### config.mk
export PLATFORM = sky130hd
export DESIGN_NAME = load_store_unit
export DESIGN_NICKNAME = d
export VERILOG_FILES = /design/src/rtl/mem_pkg.sv /design/src/rtl/lsu_lane_align.sv /design/src/rtl/load_store_unit.sv
export SDC_FILE = /design/constraint.sdc
export NUM_CORES = 1
export LEC_CHECK = 0
export ABC_AREA = 0
export ABC_CLOCK_PERIOD_IN_PS = 2300
export BUFFER_PORTS_ARGS = -buffer_cell sky130_fd_sc_hd__buf_2
export CAP_MARGIN = 20
export CORE_MARGIN = 2
export CORE_UTILIZATION = 30
export CTS_CLUSTER_DIAMETER = 40
export DETAILED_ROUTE_END_ITERATION = 16
export PLACE_DENSITY = 0.5
export SLEW_MARGIN = 40
export SYNTH_ARGS = -nofsm -noshare
export SYNTH_HDL_FRONTEND = slang
export SYNTH_SLANG_ARGS = --single-unit
### constraint.sdc
create_clock -name clk -period 2.3 [get_ports clk]
set_input_delay 0.115 -clock clk [delete_from_list [all_inputs] [get_ports clk]]
set_output_delay 0.115 -clock clk [all_outputs]
set_load 0.02 [all_outputs]
### src/rtl/mem_pkg.sv
// Shared definitions for the load/store unit and its lane-alignment helper.
//   - access size encodings (byte / half / word / reserved)
//   - FSM state encoding
//   - default word-address width of the attached data memory
//   - req_bad(): misalignment / reserved-size classification
package mem_pkg;

  localparam int ADDR_W_DEF = 5;

  localparam logic [1:0] SZ_BYTE = 2'b00;
  localparam logic [1:0] SZ_HALF = 2'b01;
  localparam logic [1:0] SZ_WORD = 2'b10;
  localparam logic [1:0] SZ_RSVD = 2'b11;

  typedef enum logic [1:0] {
    ST_IDLE = 2'd0,
    ST_RD   = 2'd1,
    ST_WR   = 2'd2,
    ST_RESP = 2'd3
  } lsu_state_t;

  // 1 when the request must be answered with an error and no memory access.
  function automatic logic req_bad(input logic [1:0] size, input logic [1:0] off);
    case (size)
      SZ_BYTE: return 1'b0;
      SZ_HALF: return off[0];
      SZ_WORD: return (off != 2'b00);
      default: return 1'b1;
    endcase
  endfunction

endpackage

### src/rtl/lsu_lane_align.sv
// Combinational byte-lane helper for the load/store unit.
//   i_word   : word read from memory (little-endian lanes)
//   i_off    : byte offset within the word
//   i_size   : access size (SZ_BYTE / SZ_HALF / SZ_WORD)
//   i_signed : sign-extend sub-word loads
//   i_new    : right-aligned store data; bits above the size are ignored
//   o_load   : extracted and extended load value
//   o_merged : i_word with the addressed lanes replaced by i_new
module lsu_lane_align
  import mem_pkg::*;
(
  input  logic [31:0] i_word,
  input  logic [1:0]  i_off,
  input  logic [1:0]  i_size,
  input  logic        i_signed,
  input  logic [31:0] i_new,
  output logic [31:0] o_load,
  output logic [31:0] o_merged
);

  logic [4:0]  w_sh;
  logic [31:0] w_shift;
  logic [31:0] w_mask;

  assign w_sh    = {i_off, 3'b000};
  assign w_shift = i_word >> w_sh;

  always_comb begin
    o_load = w_shift;
    w_mask = 32'hFFFF_FFFF;
    case (i_size)
      SZ_BYTE: begin
        w_mask = 32'h0000_00FF;
        o_load = {{24{i_signed & w_shift[7]}}, w_shift[7:0]};
      end
      SZ_HALF: begin
        w_mask = 32'h0000_FFFF;
        o_load = {{16{i_signed & w_shift[15]}}, w_shift[15:0]};
      end
      default: begin
        w_mask = 32'hFFFF_FFFF;
        o_load = w_shift;
      end
    endcase
  end

  assign o_merged = (i_word & ~(w_mask << w_sh)) | ((i_new & w_mask) << w_sh);

endmodule

### src/rtl/load_store_unit.sv
// Load/store unit between the execute stage and a word-addressed data memory.
// Byte-addressed byte/half/word requests arrive over valid/ready; sub-word
// stores are done as read-modify-write. One request in flight at a time.
//   clk, rst                 : clock, async active-high reset
//   req_valid/req_ready      : request handshake (ready only in IDLE)
//   req_write/size/signed    : request kind
//   req_addr, req_wdata      : byte address, right-aligned store data
//   resp_valid/rdata/err     : one-cycle completion pulse with load data / error
//   mem_*                    : data memory port (combinational read data)
module load_store_unit
  import mem_pkg::*;
#(
  parameter int ADDR_W = ADDR_W_DEF,
  parameter int DATA_W = 32
) (
  input  logic              clk,
  input  logic              rst,
  input  logic              req_valid,
  output logic              req_ready,
  input  logic              req_write,
  input  logic [1:0]        req_size,
  input  logic              req_signed,
  input  logic [ADDR_W+1:0] req_addr,
  input  logic [DATA_W-1:0] req_wdata,
  output logic              resp_valid,
  output logic [DATA_W-1:0] resp_rdata,
  output logic              resp_err,
  output logic [ADDR_W-1:0] mem_address,
  output logic [DATA_W-1:0] mem_write_data,
  output logic              mem_memwrite,
  output logic              mem_memread,
  input  logic [DATA_W-1:0] mem_read_data
);

  lsu_state_t        r_state;
  logic              r_write;
  logic [1:0]        r_size;
  logic              r_signed;
  logic [1:0]        r_off;
  logic [ADDR_W-1:0] r_mem_addr;
  logic [DATA_W-1:0] r_mem_wdata;   // store data until RD, then the merged word
  logic              r_memwrite;
  logic              r_memread;
  logic              r_resp_valid;
  logic [DATA_W-1:0] r_resp_rdata;
  logic              r_resp_err;
  logic [DATA_W-1:0] w_load;
  logic [DATA_W-1:0] w_merged;

  assign req_ready      = (r_state == ST_IDLE) && !rst;
  assign resp_valid     = r_resp_valid;
  assign resp_rdata     = r_resp_rdata;
  assign resp_err       = r_resp_err;
  assign mem_address    = r_mem_addr;
  assign mem_write_data = r_mem_wdata;
  assign mem_memwrite   = r_memwrite;
  assign mem_memread    = r_memread;

  lsu_lane_align u_align (
    .i_word   (mem_read_data),
    .i_off    (r_off),
    .i_size   (r_size),
    .i_signed (r_signed),
    .i_new    (r_mem_wdata),
    .o_load   (w_load),
    .o_merged (w_merged)
  );

  always_ff @(posedge clk or posedge rst) begin
    if (rst) begin
      r_state      <= ST_IDLE;
      r_write      <= 1'b0;
      r_size       <= SZ_BYTE;
      r_signed     <= 1'b0;
      r_off        <= 2'b00;
      r_mem_addr   <= '0;
      r_mem_wdata  <= '0;
      r_memwrite   <= 1'b0;
      r_memread    <= 1'b0;
      r_resp_valid <= 1'b0;
      r_resp_rdata <= '0;
      r_resp_err   <= 1'b0;
    end else begin
      case (r_state)
        ST_IDLE: begin
          if (req_valid && req_ready) begin
            r_write  <= req_write;
            r_size   <= req_size;
            r_signed <= req_signed;
            r_off    <= req_addr[1:0];
            if (req_bad(req_size, req_addr[1:0])) begin
              r_state      <= ST_RESP;
              r_resp_valid <= 1'b1;
              r_resp_err   <= 1'b1;
              r_resp_rdata <= '0;
            end else begin
              r_mem_addr <= req_addr[ADDR_W+1:2];
              if (req_write) r_mem_wdata <= req_wdata;
              // Full-word stores skip the read; everything else reads first.
              if (req_write && req_size == SZ_WORD) begin
                r_state    <= ST_WR;
                r_memwrite <= 1'b1;
              end else begin
                r_state   <= ST_RD;
                r_memread <= 1'b1;
              end
            end
          end
        end
        ST_RD: begin
          r_memread <= 1'b0;
          if (r_write) begin
            r_mem_wdata <= w_merged;
            r_memwrite  <= 1'b1;
            r_state     <= ST_WR;
          end else begin
            r_resp_rdata <= w_load;
            r_resp_err   <= 1'b0;
            r_resp_valid <= 1'b1;
            r_state      <= ST_RESP;
          end
        end
        ST_WR: begin
          r_memwrite   <= 1'b0;
          r_resp_rdata <= '0;
          r_resp_err   <= 1'b0;
          r_resp_valid <= 1'b1;
          r_state      <= ST_RESP;
        end
        default: begin
          r_resp_valid <= 1'b0;
          r_resp_rdata <= '0;
          r_resp_err   <= 1'b0;
          r_state      <= ST_IDLE;
        end
      endcase
    end
  end

endmodule

==> impl_metrics.toml <==
[synth]
ys_seq_area_share_pct = 41.14
yosys_register_bits = 81
syn_area_mm2 = 0.004927
synth_edf_count = 0
ys.flop_type = "dfrtp_1"
synthCells = 520
synth.top_cells.by_area = "dfrtp_1 (41%), mux2i_1 (6.3%), a32o_1 (6.1%), nand2_1 (4.0%), a221oi_1 (3.0%)"
synth_top_area_cell = "dfrtp_1"
syn_avg_cell_area_um2 = 9.475
synthDistinctLibCells = 53
synth_nets = 602
async_reset_ff_share_pct = 100.0
yosysTopAreaCellShare_pct = 41.14
ys_warn_count = 0

[setup_path]
path_cells = "inv_1, ha_1, and4b_1, o211ai_1, nand2_1, a22oi_1"
worstPathRequired_ps = 2560
rr_endpoint = "mem_write_data[3]"
cp.arrival_ps = 2300
path_class = "reg -> reg"
r2r-start = "r_state[0]"
cp-start-kind = "flop"
end_kind = "flop"
crit_slowest_cell = "dfrtp_1"
r2r_cells = 6
cp.buffers_inverters = 1
critPathMaxStageDelay_ps = 400
cp_max_fo = 6
reg2reg_slack_ps = 260
cp_top_family = "simple AND/OR/NAND/NOR gates"

[sta]
min_period_ps = 2036
period_share_pct = 88.53
setup_tns_ps = 0
worst_pin_slew_ps = 690.2
rsz0062_at_grt = "false"
final_hold_viol_count = 0
drv_slew = 0
max_freq_ghz = 0.4911
holdWs_ps = 11.05
worst_slack_ps = 263.8
final.setup_skew_ps = 6.988
setup_viol_count_final = 0
maxSlewHeadroom_pct = 53.64

[die]
start_util_pct = 30.91
die_w_um = 132.2
row_count = 46
die_h_um = 132.2
dieArea_mm2 = 0.01746
fp.coreArea_mm2 = 0.01594
top_level_ports = 152

[final_layout]
layout_commonest_cell = "buf_2"
stdcell_area_mm2 = 0.006299
area_growth_pct = 27.83
drive_gt1_share_pct = 31.95
instances_no_fill = 889
fillers = 1679
multi_input_area_mm2 = 0.002630
final_util_pct = 39.51
register_area_mm2 = 0.002029
n_antenna_cell = 0
layout_common_cells = "buf_2 (151), dfrtp_1 (79), nand2_1 (53)"
final_net_count = 750

[power_and_ir_drop]
p_leak_nw = 2.965
vdd_ir_drop_max_uv = 578.2
power.total_mw = 10.23
power_density_mw_per_mm2 = 1624

[placed_design]
place_ws_ps = 168.1
place.gp.congestion = 0.8958
dpl_cell_area_mm2 = 0.005977
io_buffers = 151
dp_hpwl_um = 14870
place_inst = 868

[global_route]
met2_usage_pct = 35.16
grt_first_pass_wirelength_um = 30270
grt-ovfl-total = 0
first_global_vias = 4999
use_met1_pct = 31.21
grt_max_degree = 45
top_usage_layer = "met2"
antenna_found_initial = 0
grt_util_met3_pct = 5.882
track_usage_pct = 22.64

[hold_path]
hold_class = "in -> reg"
min_from = "req_addr[6]"
whs_endpoint = "mem_address[4]"
hold_path_depth = 2

[route]
routedWlPerCell_um = 22.30
wirelength_um = 19830
first_pass_iters = 5
drc_errors = 0
vias = 5011
drt_iter0_markers = 500
routed_via_density = 5.637
ant_nets = 0

[clocking]
clk_latency_ps = 350
clk_path_buf_depth = 2
cts_sinks = 81
post_cts_buffers = 0
cts_tree = "built"
clk_pin_slew_ps = 60
cts_root_buffer = "clkbuf_16"
cts_max_level = 3
cts_buffers = 9

[outcome]
outcome = "completed"

[job]
max_cap_violations = 0
how the worst max path moves through the flow:
stage,from,end,slack (ps),cells after the start
after floorplan,rst,mem_address[0],100,1
after global placement,r_state[1],mem_write_data[17],220,6
after detailed placement,r_state[1],mem_write_data[21],170,6
after CTS,r_state[1],mem_write_data[21],140,6
after global routing,r_state[0],mem_write_data[3],140,6
final,r_state[0],mem_write_data[3],260,6
what timing repair did:
| item | 4_1_cts | 5_1_grt |
|---|---|---|
| hold buffers | 5 | 0 |
| resized for setup | 0 | 1 |
| hold endpoints to repair | 41 | 0 |
| setup endpoints to repair | 0 | 2 |
registers in the layout (all words and copies together) (netlist names):
| signal | cells |
|---|---|
| mem_address | 5 |
| mem_memread | 1 |
| mem_memwrite | 1 |
| mem_write_data | 32 |
| r_off | 2 |
| r_signed | 1 |
| r_size | 2 |
| r_state | 2 |
| r_write | 1 |
| resp_err | 1 |
| resp_rdata | 32 |
| resp_valid | 1 |
report_power, final:
group          internal [mW]  switching (mW)  total (mW)
Sequential              2.09           0.755        2.84
Clock                  0.728           0.603        1.33
Combinational           2.27            3.79        6.06
Total                   5.09            5.15        10.2
synth_stat cells (4+ instances only):
cell type	instances
nor2_1	28
a211oi_1	5
mux2i_1	31
a41o_1	8
nand2_1	53
nor2b_1	5
buf_1	5
o22ai_1	14
a221oi_1	17
nand2b_1	18
o2bb2ai_1	17
nand3_1	19
o31ai_1	18
o21ai_0	29
ha_1	4
a21oi_1	20
a32o_1	30
clkbuf_1	20
and2_1	4
dfrtp_1	81
buf_2	17
mux2_2	12
inv_1	13
a22oi_1	6
a221o_1	7
area by class of cell:
class	count	area share [%]
multi-input cells	378	41.76
flip-flops and latches	81	32.22
repair buffers	183	16.61
well taps	216	4.291
clock buffers	11	3.695
inverters	15	0.9138
clock inverters	5	0.5165
per-layer routing:
| layer | part of all wire (%) | vias to the layer above |
|---|---|---|
| met5 | 0 | - |
| met4 | 2.3 | 0 |
| met3 | 8.1 | 28 |
| met2 | 45 | 254 |
| met1 | 44 | 2434 |
| li1 | - | 2295 |
cells by family (layout without fill, tap and decap cells):
group | Yosys count | after routing | share of synthesized area [%]
buffers and inverters | 61 | 214 | 5.612
flip-flops | 81 | 81 | 41.14
AND/OR/NAND/NOR | 140 | 140 | 13.26
multiplexers | 44 | 44 | 9.497
XOR/XNOR | 1 | 1 | 0.1778
adder cells (fa/ha/maj) | 4 | 4 | 1.016
AO/OA/AOI/OAI | 189 | 189 | 29.30
(Power assumes the default switching activity.)
